`src/rtl/intr_ctrl.sv`:
```
// Two-source interrupt controller: edge/level capture, priority
// arbitration with one level of nesting, and registered vector strobes.
module intr_ctrl #(
  parameter bit PRIO1_HIGH = 1'b1,
  parameter bit EDGE_TRIG  = 1'b1
) (
  input  logic       clk,
  input  logic       reset,
  input  logic       irq1,
  input  logic       irq2,
  input  logic [1:0] mask,
  input  logic       ei,
  input  logic       di,
  input  logic       reti,
  input  logic       hold,
  output logic       s_intr1,
  output logic       s_intr2,
  output logic [1:0] pending,
  output logic [1:0] in_service,
  output logic [1:0] overrun
);

  typedef enum logic [1:0] {
    IDLE = 2'd0,
    SVC1 = 2'd1,
    SVC2 = 2'd2
  } state_t;

  localparam int HI = PRIO1_HIGH ? 0 : 1;
  localparam int LO = 1 - HI;

  state_t     state;
  logic       ie;
  logic       ok;
  logic [1:0] irq;
  logic [1:0] irq_q;
  logic [1:0] rise;
  logic [1:0] pend_r;
  logic [1:0] elig;
  logic [1:0] take;
  logic [1:0] ret_clr;

  assign irq  = {irq2, irq1};
  assign rise = irq & ~irq_q;

  // Level mode re-requests as soon as the handler retires.
  assign pending = EDGE_TRIG ? pend_r : (irq & ~in_service);

  always_comb begin
    ok = ie & ~hold & ~reti & (state != SVC2);
    elig = 2'b00;
    elig[HI] = pending[HI] & mask[HI] & ok
             & ~in_service[HI];
    elig[LO] = pending[LO] & mask[LO] & ok
             & (in_service == 2'b00);
    take = elig;
    if (elig[HI]) take[LO] = 1'b0;
    ret_clr = 2'b00;
    if (reti && state != IDLE) begin
      if (in_service[HI]) ret_clr[HI] = 1'b1;
      else                ret_clr[LO] = 1'b1;
    end
  end

  always_ff @(posedge clk or negedge reset) begin
    if (!reset) begin
      state      <= IDLE;
      ie         <= 1'b0;
      irq_q      <= 2'b00;
      pend_r     <= 2'b00;
      in_service <= 2'b00;
      overrun    <= 2'b00;
      s_intr1    <= 1'b0;
      s_intr2    <= 1'b0;
    end else begin
      irq_q <= irq;
      if (di)      ie <= 1'b0;
      else if (ei) ie <= 1'b1;
      if (EDGE_TRIG) begin
        pend_r  <= (pend_r & ~take) | rise;
        overrun <= overrun | (rise & pend_r & ~take);
      end else begin
        pend_r  <= 2'b00;
        overrun <= 2'b00;
      end
      in_service <= (in_service & ~ret_clr) | take;
      s_intr1    <= take[0];
      s_intr2    <= take[1];
      unique case (state)
        IDLE: if (|take) state <= SVC1;
        SVC1: begin
          if (|take)     state <= SVC2;
          else if (reti) state <= IDLE;
        end
        SVC2: if (reti) state <= SVC1;
        default: state <= IDLE;
      endcase
    end
  end

endmodule
```
`config.mk`:
```
export PLATFORM = sky130hd
export DESIGN_NAME = intr_ctrl
export DESIGN_NICKNAME = d
export VERILOG_FILES = /design/src/rtl/intr_ctrl.sv
export SDC_FILE = /design/constraint.sdc
export NUM_CORES = 1
export LEC_CHECK = 0
export BUFFER_PORTS_ARGS = -buffer_cell sky130_fd_sc_hd__buf_2
export CELL_PAD_IN_SITES_DETAIL_PLACEMENT = 0
export CELL_PAD_IN_SITES_GLOBAL_PLACEMENT = 2
export CORE_MARGIN = 5
export CORE_UTILIZATION = 25
export DETAILED_ROUTE_END_ITERATION = 10
export PLACE_DENSITY_LB_ADDON = 0.1
export SYNTH_ARGS = -nofsm -noshare
export SYNTH_HDL_FRONTEND = slang
export SYNTH_SLANG_ARGS = --single-unit
```
`constraint.sdc`:
```
create_clock -name clk -period 3 [get_ports clk]
set_input_delay 0.15 -clock clk [delete_from_list [all_inputs] [get_ports clk]]
set_output_delay 0.15 -clock clk [all_outputs]
set_load 0.02 [all_outputs]
```
## Word-level counts from Yosys, hierarchy flattened

Index checks and enable logic that the tools add are counted.

| word-level totals | value |
|---|---|
| bits in registers | 13 |
| bits of input ports | 10 |
| output and inout bits | 8 |
| word-level logic and storage cells | 55 |

| operators by class | value |
|---|---|
| equality and inequality tests | 6 |
| multiplexer cells | 11 |
| bitwise operators | 23 |
| reductions and logical operators | 7 |

Operators with widths:

| cell | number |
|---|---|
| 2-bit bitwise AND | 5 |
| 2-bit 2-to-1 mux | 5 |
| 1-bit bitwise AND | 9 |
| 2-bit inequality test (second input constant) | 3 |
| 2-bit NOT | 3 |
| 2-bit OR | 3 |
| 2-bit one-hot mux with 3 select lines | 1 |
| 1-bit 2-to-1 mux | 5 |
| 2-bit logical NOT | 2 |
| 2-bit nonzero test | 2 |
| 3-bit inequality test (second input constant) | 1 |
| 1-bit NOT | 3 |
| 3-bit AND reduction | 1 |
| 2-bit by 1-bit equality test with 1-bit output (second input constant) | 1 |
| 2-bit equality test (second input constant) | 1 |
| 2-bit OR reduction | 1 |
| 1-bit logical AND | 1 |

## Logic depth before layout (Yosys ltp)

| logic depth | value |
|---|---|
| depth in word-level cells | 10 |
| depth in mapped cells | 3 |
| mapped depth without buffers | 3 |

## Worst setup path after synthesis

Ideal clock, no wire load.

| timing path | value |
|---|---|
| path kind | register to register |
| from | register in_service[0] |
| to | register pend_r[0], in the netlist pending[0] |
| library setup time | 0.119 ns |
| data arrival time | 1.239 ns |
| required time | 2.881 ns |
| path slack | 1.643 ns |
| cell stages (with the launch flop) | 4 |
| path buffers | 0 |
| period minus slack after synthesis | 1.357 ns |
| path through | dfrtp_1 -> nor4b_4 -> nand3_1 -> a21o_2 |

| between the ends | value |
|---|---|
| word-level cells in the longest chain between the ends | 5 |

Ends and longest elaborated chain:

| item | line | RTL |
|---|---|---|
| start: declaration | 19 | `output logic [1:0] in_service,` |
| start signal: assignment | 86 | `in_service <= (in_service & ~ret_clr) \| take;` |
| 1-bit NOT | 53 | `& ~in_service[HI];` |
| 1-bit bitwise AND | 53 |  |
| 2-bit NOT | 80 | `pend_r <= (pend_r & ~take) \| rise;` |
| 2-bit bitwise AND | 80 |  |
| 2-bit OR | 80 |  |
| end signal: assignment | 80 |  |
| end: declaration | 38 | `logic [1:0] pend_r;` |

Every way passes these cells.
A chain may end at the register's enable or synchronous reset.

## Worst setup path after layout

Ends and elaborated chain as after synthesis.

==> impl_metrics.tcl <==
set metrics [dict create \
    synth_cells 43 \
    maxCapViolCount 0 \
    clock_sinks 13 \
    finish.net_count 78 \
    arrival_ns 1.54 \
    power.total_w 0.0003901 \
    syn_area_per_cell_sq_um 12.28 \
    cts_made_buffers 3 \
    ys_seq_area_share_pct 61.61 \
    layout-area-overhead-vs-synth_pct 33.18 \
    setup-violations-final 0 \
    port_buffers 17 \
    row_count 16 \
    first_pass_iters 2 \
    async_reset_ff_share_pct 100.0 \
    place_congestion 0.6619 \
    syn-cell-area_sq_um 528.0 \
    grt_first_pass_wirelength_um 1932 \
    skew_ns 0.001832 \
    powerDensity_nw_per_um2 554.8 \
    synth_top_area_share_pct 61.61 \
    hpwlAfterDp_um 869.6 \
    diodes 0 \
    cts_htree_levels 1 \
    drt_iter0_drc 5 \
    clock_latency_ns 0.27 \
    synth_nets 53 \
    die_h_um 55.96 \
    synth_edf_count 0 \
    layout-drive-gt1-share_pct 34.33 \
    cp-start-kind "flip-flop" \
    hold_path_class "input port to flip-flop" \
    period_share_pct 45.96 \
    final.setup.tns_ns 0 \
    p_leak_nw 0.3547 \
    viasPerCell 4.277 \
    fmax_mhz 725.2 \
    clk_pin_slew_ns 0.08 \
    end_kind "flip-flop" \
    slew_violations 0 \
    period_minus_slack_ns 1.379 \
    netlist_top_cells_area "dfrtp_1 62%, nor4b_4 4.5%, a31o_1 3.3%" \
    worst_slew_pin_slew_ns 0.3177 \
    grt_start_max_net_pins 14 \
    start_util_pct 26.64 \
    wl_um 1129 \
    final_core_util_pct 35.48 \
    synth_flop_cell "dfrtp_1" \
    track_usage_pct 8.058 \
    synth_warnings 0 \
    gr-total-overflow 0 \
    hold_viol 0 \
    ir_drop_mv 0.2635 \
    stdcell_count 94 \
    yosys_register_bits 13 \
    die_w_um 55.96 \
    antenna_left 0 \
    critPathKind "flip-flop to flip-flop" \
    grt_setup_unrepaired "false" \
    crit_path_max_fanout 4 \
    io_pins 18 \
    synth_cell_types 20 \
    coreArea_sq_um 1982 \
    antenna_found_initial 0 \
    dieArea_sq_um 3131 \
    cts_root_buffer "clkbuf_4" \
    first_global_vias 435 \
    drc 0 \
    slew_headroom_pct 78.73 \
    synth_top_cell_by_area "dfrtp_1" \
    status "complete, no violations" \
    cts_tree "yes" \
    worstPathRequired_ns 3.16 \
    post-cts-setup-buffer-count 0 \
    clockBufferDepth 2 \
    dp.cells 87 \
    wl_per_cell_um 12.01 \
    vias 402 \
]
## critical path, cell delays in order, from the launching register on
cell and delay, ns:
dfrtp_1 0.42, nor4b_4 0.39, nand3_1 0.22, a21o_2 0.25
## cells in the mapped netlist (2+ instances only)
library cell,n
dfrtp_1,13
inv_1,4
nand2_1,4
nor2_1,3
a31o_1,2
nor2b_1,2
o21ai_0,2
## layout by cell type, fill, tap and decap left out
cell type      synthesis  routed
nor2b_1                2       2
o21ai_0                2       2
o2bb2ai_1              1       1
nand2b_1               1       1
clkbuf_1               0       1
buf_2                  0      17
a31o_1                 2       2
o2111ai_1              1       1
or3_1                  1       1
dfrtp_1               13      13
dlygate4sd3_1          0       3
and3b_1                1       1
nor4b_4                1       1
clkbuf_4               0       3
a21o_1                 1       1
nor2_1                 3       3
and2_1                 1       1
nand2_1                4       4
inv_1                  4       4
nand3_1                1       1
a21o_2                 1       1
nand4_2                1       1
o211a_1                1       1
o221ai_1               1       1
## sequential cells by signal, indices dropped and copies added (netlist names)
| name | cells |
|---|---|
| ie | 1 |
| in_service | 2 |
| irq_q | 2 |
| overrun | 2 |
| pending | 2 |
| s_intr1 | 1 |
| s_intr2 | 1 |
| state | 2 |
## power by group
| part | switching (W) | total (W) | internal [W] | leakage [nW] |
|---|---|---|---|---|
| Clock | 0.0000534 | 0.000105 | 0.0000514 | 0.0150 |
| Sequential | 0.0000150 | 0.000207 | 0.000192 | 0.153 |
| Combinational | 0.0000468 | 0.0000780 | 0.0000312 | 0.187 |
## cells by family after synthesis
| group | count (synthesis) | share of synthesized area [%] |
|---|---|---|
| compound gates | 10 | 15.17 |
| buf+inv | 4 | 2.843 |
| flops | 13 | 61.61 |
| simple gates | 16 | 20.38 |
## through the flow
step	setup slack [ns]	hold WS, ns	instance area (sq um)
global placement	1.620	0.06595	646.9
floorplan	1.643	-0.1456	528.0
detailed placement	1.611	0.05967	646.9
CTS	1.591	0.009939	703.2
finish	1.621	0.02274	703.2
global route	1.531	0.01800	703.2
## layout make-up
type                            count  area, sq um
Timing Repair Buffer               20        115.1
Fill cell                         212         1279
Inverter                            4        15.01
Tap cell                           27        33.78
Sequential cell                    13        325.3
Clock buffer                        4        26.28
Multi-Input combinational cell     26        187.7
## final timing paths
check,cells after the start,startpoint,endpoint,slack (ns)
setup reg to reg,3,in_service[0],pending[0],1.62
min in group asynchronous,2,reset,state[1],0.29
max in group asynchronous,2,reset,s_intr1,2.48
hold / removal,2,di,ie,0.02
setup / recovery,3,in_service[0],pending[0],1.62
hold reg to reg,1,overrun[0],overrun[0],0.47
## layer usage
| layer | part of all wire [%] | vias up | GRT usage [%] | wire (um) |
|---|---|---|---|---|
| met2 | 48 | 9 | 12.33 | 545 |
| met4 | 0 | 0 | 4.068 | 0 |
| met3 | 5.7 | 0 | 3.248 | 64 |
| li1 | - | 199 | - | - |
| met5 | 0 | - | 0 | 0 |
| met1 | 46 | 194 | 9.705 | 519 |
## repair_timing
action / in CTS / in global routing
endpoints found under the hold margin: 15 / 0
setup endpoints to repair: 0 / 0
hold buffers: 3 / 0
resized for setup: 0 / 0
No activity file was read; power rests on OpenSTA's default activity.
